$ cat src/rtl/seg_scan_ctrl.sv
// seg_scan_ctrl - time-multiplexed scan controller for a 4-digit common-anode
// seven-segment display. Drives the shared segment bus and four anodes. Each
// digit slot is a blanking gap followed by a drive period. A 16-bit BCD value
// is double-buffered (shadow -> active) and only swapped at a frame boundary,
// so a half-updated number is never displayed.
//
// Optional build macro: SEG_LZ_BLANK_EN - when defined, leading zeros on
// digits 1..3 are blanked. Digit 0 is never blanked, and slot timing does not
// change.
//
// Ports:
//   clk_i         system clock, rising edge
//   clr_n_i       synchronous active-low clear
//   enable_i      1 = scanning, 0 = display dark
//   load_i        single-cycle strobe, captures value_i into the shadow register
//   value_i       four BCD nibbles, [3:0] = digit0 (rightmost)
//   seg_o         active-low segments {g,f,e,d,c,b,a}
//   an_o          active-low anodes, an_o[i] = digit i
//   pending_o     shadow holds a value that is not yet displayed
//   frame_tick_o  one-cycle pulse on the last drive cycle of digit 3
//
// state  | meaning
// GAP    | all anodes off, guard time before the next digit
// DRIVE  | anode idx on, segments show nibble idx of the active value
module seg_scan_ctrl #(
   parameter int unsigned DigitCycles = 100_000,
   parameter int unsigned GapCycles   = 1_000,
   parameter int unsigned CntBits     = 17
) (
   input  logic        clk_i,
   input  logic        clr_n_i,
   input  logic        enable_i,
   input  logic        load_i,
   input  logic [15:0] value_i,
   output logic [6:0]  seg_o,
   output logic [3:0]  an_o,
   output logic        pending_o,
   output logic        frame_tick_o
);

   typedef enum logic {ST_GAP, ST_DRIVE} state_e;

   localparam logic [CntBits-1:0] GAP_LAST   = CntBits'(GapCycles - 1);
   localparam logic [CntBits-1:0] DIGIT_LAST = CntBits'(DigitCycles - 1);

   state_e               state_q, state_d;
   logic [1:0]           idx_q, idx_d;
   logic [CntBits-1:0]   timer_q, timer_d;
   logic [15:0]          shadow_q, shadow_d;
   logic [15:0]          active_q, active_d;
   logic                 pending_q, pending_d;
   logic [6:0]           seg_q, seg_d;
   logic [3:0]           an_q, an_d;
   logic                 tick_q, tick_d;
   logic                 boundary;
   logic                 dark;
   logic [3:0]           nibble;

   function automatic logic [6:0] seg_decode(input logic [3:0] d);
      logic [6:0] s;
      case (d)
         4'd0:    s = 7'b1000000;
         4'd1:    s = 7'b1111001;
         4'd2:    s = 7'b0100100;
         4'd3:    s = 7'b0110000;
         4'd4:    s = 7'b0011001;
         4'd5:    s = 7'b0010010;
         4'd6:    s = 7'b0000010;
         4'd7:    s = 7'b1111000;
         4'd8:    s = 7'b0000000;
         4'd9:    s = 7'b0010000;
         default: s = 7'b0111111;
      endcase
      return s;
   endfunction

   assign boundary = (state_q == ST_DRIVE) && (idx_q == 2'd3) && (timer_q == DIGIT_LAST);

   always_comb begin
      state_d   = state_q;
      idx_d     = idx_q;
      timer_d   = timer_q;
      shadow_d  = shadow_q;
      active_d  = active_q;
      pending_d = pending_q;

      if (!enable_i) begin
         state_d = ST_GAP;
         idx_d   = 2'd0;
         timer_d = '0;
         // Nothing is on screen, so a waiting value can go live at once.
         if (pending_q) begin
            active_d  = shadow_q;
            pending_d = 1'b0;
         end
         if (load_i) begin
            shadow_d  = value_i;
            pending_d = 1'b1;
         end
      end else begin
         case (state_q)
            ST_GAP: begin
               if (timer_q == GAP_LAST) begin
                  state_d = ST_DRIVE;
                  timer_d = '0;
               end else begin
                  timer_d = timer_q + 1'b1;
               end
            end
            default: begin
               if (timer_q == DIGIT_LAST) begin
                  state_d = ST_GAP;
                  idx_d   = idx_q + 2'd1;
                  timer_d = '0;
               end else begin
                  timer_d = timer_q + 1'b1;
               end
            end
         endcase

         if (boundary) begin
            // A load landing on the boundary bypasses the shadow wait.
            if (load_i) begin
               active_d  = value_i;
               shadow_d  = value_i;
               pending_d = 1'b0;
            end else if (pending_q) begin
               active_d  = shadow_q;
               pending_d = 1'b0;
            end
         end else if (load_i) begin
            shadow_d  = value_i;
            pending_d = 1'b1;
         end
      end

      // Outputs are computed from next state so they register with it.
      nibble = active_d[{idx_d, 2'b00} +: 4];
      dark   = 1'b0;
`ifdef SEG_LZ_BLANK_EN
      dark   = (idx_d != 2'd0) && ((active_d >> {idx_d, 2'b00}) == 16'h0000);
`endif
      seg_d  = 7'b1111111;
      an_d   = 4'b1111;
      if (state_d == ST_DRIVE && !dark) begin
         an_d[idx_d] = 1'b0;
         seg_d       = seg_decode(nibble);
      end
      tick_d = (state_d == ST_DRIVE) && (idx_d == 2'd3) && (timer_d == DIGIT_LAST);
   end

   always_ff @(posedge clk_i) begin
      if (!clr_n_i) begin
         state_q   <= ST_GAP;
         idx_q     <= 2'd0;
         timer_q   <= '0;
         shadow_q  <= 16'h0000;
         active_q  <= 16'h0000;
         pending_q <= 1'b0;
         seg_q     <= 7'b1111111;
         an_q      <= 4'b1111;
         tick_q    <= 1'b0;
      end else begin
         state_q   <= state_d;
         idx_q     <= idx_d;
         timer_q   <= timer_d;
         shadow_q  <= shadow_d;
         active_q  <= active_d;
         pending_q <= pending_d;
         seg_q     <= seg_d;
         an_q      <= an_d;
         tick_q    <= tick_d;
      end
   end

   assign seg_o        = seg_q;
   assign an_o         = an_q;
   assign pending_o    = pending_q;
   assign frame_tick_o = tick_q;

endmodule

$ cat config.mk
export PLATFORM = sky130hd
export DESIGN_NAME = seg_scan_ctrl
export DESIGN_NICKNAME = d
export VERILOG_FILES = /design/src/rtl/seg_scan_ctrl.sv
export SDC_FILE = /design/constraint.sdc
export NUM_CORES = 1
export LEC_CHECK = 0
export ABC_AREA = 1
export BUFFER_PORTS_ARGS = -buffer_cell sky130_fd_sc_hd__buf_4
export CORE_MARGIN = 5
export CORE_UTILIZATION = 40
export CTS_BUF_LIST = sky130_fd_sc_hd__clkbuf_8
export DETAILED_ROUTE_END_ITERATION = 8
export GPL_ROUTABILITY_DRIVEN = 0
export PLACE_DENSITY = 0.67
export SLEW_MARGIN = 10
export SYNTH_ARGS = -nofsm -noshare
export SYNTH_HDL_FRONTEND = slang
export SYNTH_SLANG_ARGS = --single-unit
$ cat constraint.sdc
create_clock -name clk_i -period 4.21 [get_ports clk_i]
set_input_delay 1.263 -clock clk_i [delete_from_list [all_inputs] [get_ports clk_i]]
set_output_delay 1.263 -clock clk_i [all_outputs]
set_load 0.01 [all_outputs]
-- Word-level counts from Yosys, hierarchy flattened
Memories as Yosys holds them, arrays and structs flattened. A register that Yosys moved wholly into a read port is not among the register bits.
Index checks and enable logic that the tools add are counted.
Widths: inputs -> output; s select.
- register bits after elaboration: 58
- memory bits (read-only): 112
- bits of input ports: 20
- output and inout port bits: 13
- word-level logic and storage cells: 49
- memories: 1
- $add $sub $neg: 2
- order comparisons: 2
- equality and inequality tests: 6
- shift-type cells: 1
- multiplexer cells: 21
- bitwise operators: 1
- reduce and logical (&&, ||, !) cells: 7
- memory list (name ; words ; width ; read ports ; clocked after Yosys merged registers in ; wr ports ; line ; source):
    (name not given) ; 16 ; 7 ; 1 ; 1 ; 0 ; 61 ; case (d)
- operator list (kind ; number):
    $mux 17 ; 4
    $mux 16 ; 4
    $eq 17x17->1 const B ; 2
    $add 17x1->17 const B ; 1
    $eq 17x10->1 const B ; 1
    $shiftx 16x5->4 ; 1
    $mux 1 ; 9
    $mux 2 ; 3
    $logic_and 1x1->1 ; 5
    $eq 2x2->1 const B ; 2
    $not 4->4 ; 1
    $lt 2x3->1 const B ; 1
    $ne 3x1->1 const B ; 1
    $add 2x1->2 const B ; 1
    $demux 1 s2 ; 1
    $ge 2x1->1 const B ; 1
    $reduce_and 2->1 ; 1
    $logic_not 1->1 ; 1

-- Longest topological paths before layout
- depth after elaboration: 9
- gate-level depth with buffers: 19
- gate-level depth less buffers: 19

-- Worst setup path after synthesis
No wires, ideal clock.
- path kind: input -> register
- from: input load_i
- to: register seg_q[0] (netlist: seg_o[0])
- setup time: 0.133 ns
- arrival time: 3.032 ns
- data required time: 4.077 ns
- path slack: 1.045 ns
- stages on the path: 17
- buffers on the path: 3
- cells stage by stage: buf_2 inv_1 clkbuf_1 clkbuf_1 nand2_1 nand3_1 nand2_1 nand2_1 nand2_1 nand2_1 nor2_1 inv_1 ha_1 inv_1 nand3_1 nand3_1 nand3_1
- cells in the longest elaborated chain, start to end: 4
- RTL lines (element ; line ; source):
    from (decl) ; 33 ; input logic load_i,
    $mux 16 ; 123 ; if (load_i) begin
    $mux 16 ; 121 ; if (boundary) begin
    $mux 16 ; 87 ; if (!enable_i) begin
    $shiftx 16x5->4 ; 138 ; nibble = active_d[{idx_d, 2'b00} +: 4];
    to (decl) ; 52 ; logic [6:0] seg_q, seg_d;
Every way passes these cells.
A chain may end at the register's enable or synchronous reset.

-- Worst setup path after layout
- from: input enable_i
- to: register seg_q[3] (netlist: seg_o[3])
- cells in the longest elaborated chain, start to end: 3
- RTL lines (element ; line ; source):
    from (decl) ; 32 ; input logic enable_i,
    branches (longest 3 deep; another with $mux 16) ; n/a ;
Parallel ways; which one is timed is not known.

==> metrics.cfg <==
[global_route]
busiest_layer=met2
antenna_found_initial=0
grt_use_met3=0.0342
grt_util_met1=0.208
overflow=0
globalRouteTotalUtil=0.156
grtUsageMet2=0.250
grt_first_pass_wirelength_mm=14.5
grt_pass1_vias=3225
grt_max_degree=37

[drt]
drt-initial-drc-count=153
vias=3364
route.detailed.drc=0
ant_nets=0
wirelength_mm=8.36
viasPerCell=5.00
wire_per_inst_microns=12.4
drt-pass1-iter-count=4

[floorplan]
io_pins=33
die_area_sq_um=11100
die_w_microns=105
die_h_microns=105
row_count=34
floorplan.initialDensity=0.413
design.core.area_sq_um=8810

[clock_network]
cts_made_buffers=9
htree_levels=3
clk_pin_slew_ps=70
cts_root_buf=clkbuf_8
clockBufferDepth=2
worstSkewPairLatency_ps=350
cts_tree=done
clock_sink_count=65
postCtsHoldBufs=0
post-cts-setup-buffers=0
cts_resized=0

[pwr]
ir_drop_mv=0.160
p_per_area_nw_per_um2=318
p_leak_nw=1.78

[layout]
antenna_cells=0
area_delta_synth_final_pct=14.5
mostFrequentLayoutCells=nand2_1 (168), dfxtp_1 (65), inv_1 (43)
fin_nets=589
final_cell_area_sq_um=4160
layout_commonest_cell=nand2_1
drive_gt1_frac=0.170

[setup_path]
required_ps=4430
path_cells=buf_4 -> inv_1 -> a21oi_1 -> nand2_1 -> nand2_1 -> nand2_1 -> nand2_1 -> nor2_1 -> inv_1 -> ha_1 -> inv_1 -> nand3_1 -> nand3_1 -> nand3_1
crit_arrival_ps=3360
crit_path_start_kind=input port
criticalPathCategory=input port to register
cp_max_fo=24
crit_buf_inv=4
critPathTopFamily=buffers and inverters
cp-end-kind=register
cp_slowest_cell=inv_1
crit_path_frequent_cell=nand2_1
cpPeakStageDelay_ps=580

[sta]
slew_headroom=0.501
whs_ps=462
finalSetupViolations=0
fin_tns_setup_ps=0
min_period_ps=3140
finalHoldViolations=0
skew_ps=14.2
fmax_mhz=319
rsz0062_at_grt=false
worst_pin_slew_ps=747
finalCritPeriodShare=0.746
timing_max_transition_violations_final=0

[synthesis]
synth_area_per_cell_sq_um=6.81
synth_top_family_by_area=simple AND/OR/NAND/NOR gates
mappedNetlistArea_sq_um=3630
muxShareOfSynthArea=0
ys.warnings.count=0
ys_ff_latch=65
synth_compound_area_frac=0.119
synthSimpleGateAreaFrac=0.392
synthDistinctLibCells=34
synth_xor_area_frac=0.0193
ys_seq_area_frac=0.358
synth_cells=534
synth_adder_area_share=0.0310
synth_nets=563

[placed_design]
postPlaceCellArea_sq_um=3940
io_buffers=32
hpwlAfterDp_mm=6.11

[job]
maxCapViolCount=0

[outcome]
status=finished, final reports clean

[worst_hold_path]
hold_path_class=register to register

routing by layer:
layer | vias up | routed length [microns] | share of wire
li1 | 1783 | - | -
met1 | 1496 | 4190 | 0.50
met2 | 75 | 3720 | 0.44
met3 | 10 | 353 | 0.042
met4 | 0 | 104 | 0.012
met5 | - | 0 | 0
power by group:
part	switching, W	internal, W
clock	0.000264	0.000333
sequential	0.00000783	0.000627
combinational	0.0000583	0.0000341
total	0.000331	0.000994
cells by family after synthesis:
family | count (synthesis)
AO/OA/AOI/OAI | 79
XOR/XNOR | 8
adder cells (fa/ha/maj) | 9
buffers and inverters | 74
flip-flops | 65
AND/OR/NAND/NOR | 299
registers in the layout, summed over array words and instances (netlist names):
signal / flops
pending_o: 1
timer_q: 17
an_o: 4
seg_o: 7
frame_tick_o: 1
state_q: 1
idx_q: 2
shadow_q: 16
active_q: 16
layout make-up:
| type | instances | area, sq um |
|---|---|---|
| timing repair buffer | 35 | 263 |
| clock buffer | 9 | 124 |
| clock inverter | 7 | 93.8 |
| tap | 108 | 135 |
| multi-input combinational | 395 | 2040 |
| inverter | 54 | 203 |
| sequential | 65 | 1300 |
| fill | 888 | 4650 |
worst register-to-register path: cells and delay by family (launching register included):
kind | cells | cell delay (ps)
AND/OR/NAND/NOR | 13 | 1720
adder cells (fa/ha/maj) | 2 | 400
flip-flops | 1 | 390
buffers and inverters | 2 | 190
per-stage QoR:
stage | setup slack, ps | power (W) | util | std cells
floorplan | 1040 | 0.000709 | - | 534
global placement | 815 | 0.000740 | 0.448 | 657
detailed placement | 716 | 0.000741 | 0.448 | 657
CTS | 1080 | 0.00133 | 0.472 | 673
global route | 835 | 0.00138 | 0.472 | 673
finish | 1070 | 0.00132 | 0.472 | 673
Yosys cell counts:
master      n  area (sq um)
or2_2       2          12.5
o21ai_1     1          5.00
nand3_2     3          30.0
nand4_1    10          62.6
nand3b_1    2          15.0
nand3_1    41           205
a211oi_1    1          7.51
buf_6       1          11.3
nor2_4      9           101
a21boi_0   10          75.1
o21bai_1    3          22.5
inv_1      43           161
clkinv_1    1          3.75
ha_1        9           113
xnor2_1     1          8.76
nand2_1   168           631
dfxtp_1    65          1300
inv_2      10          37.5
o31ai_1     1          7.51
nor3_2      1          10.0
a21oi_1    40           200
xor2_1      7          61.3
nor4_1      4          25.0
nand4_2     2          25.0
nand2_2    11          68.8
buf_2       6          30.0
nor2_1     31           116
nor2_2      4          25.0
nor2_8      1          20.0
nor3_1      7          35.0
nand3_4     2          35.0
clkbuf_1   13          48.8
o21ai_0    23           115
nor3b_1     1          7.51
worst paths after layout:
check	to	start	slack (ps)	cells past startpoint
hold / removal	shadow_q[11]	shadow_q[11]	460	2
setup reg to reg	seg_o[3]	timer_q[0]	1390	17
hold reg to reg	shadow_q[11]	shadow_q[11]	460	2
setup / recovery	seg_o[3]	enable_i	1070	14
No activity file was read; power rests on OpenSTA's default activity.
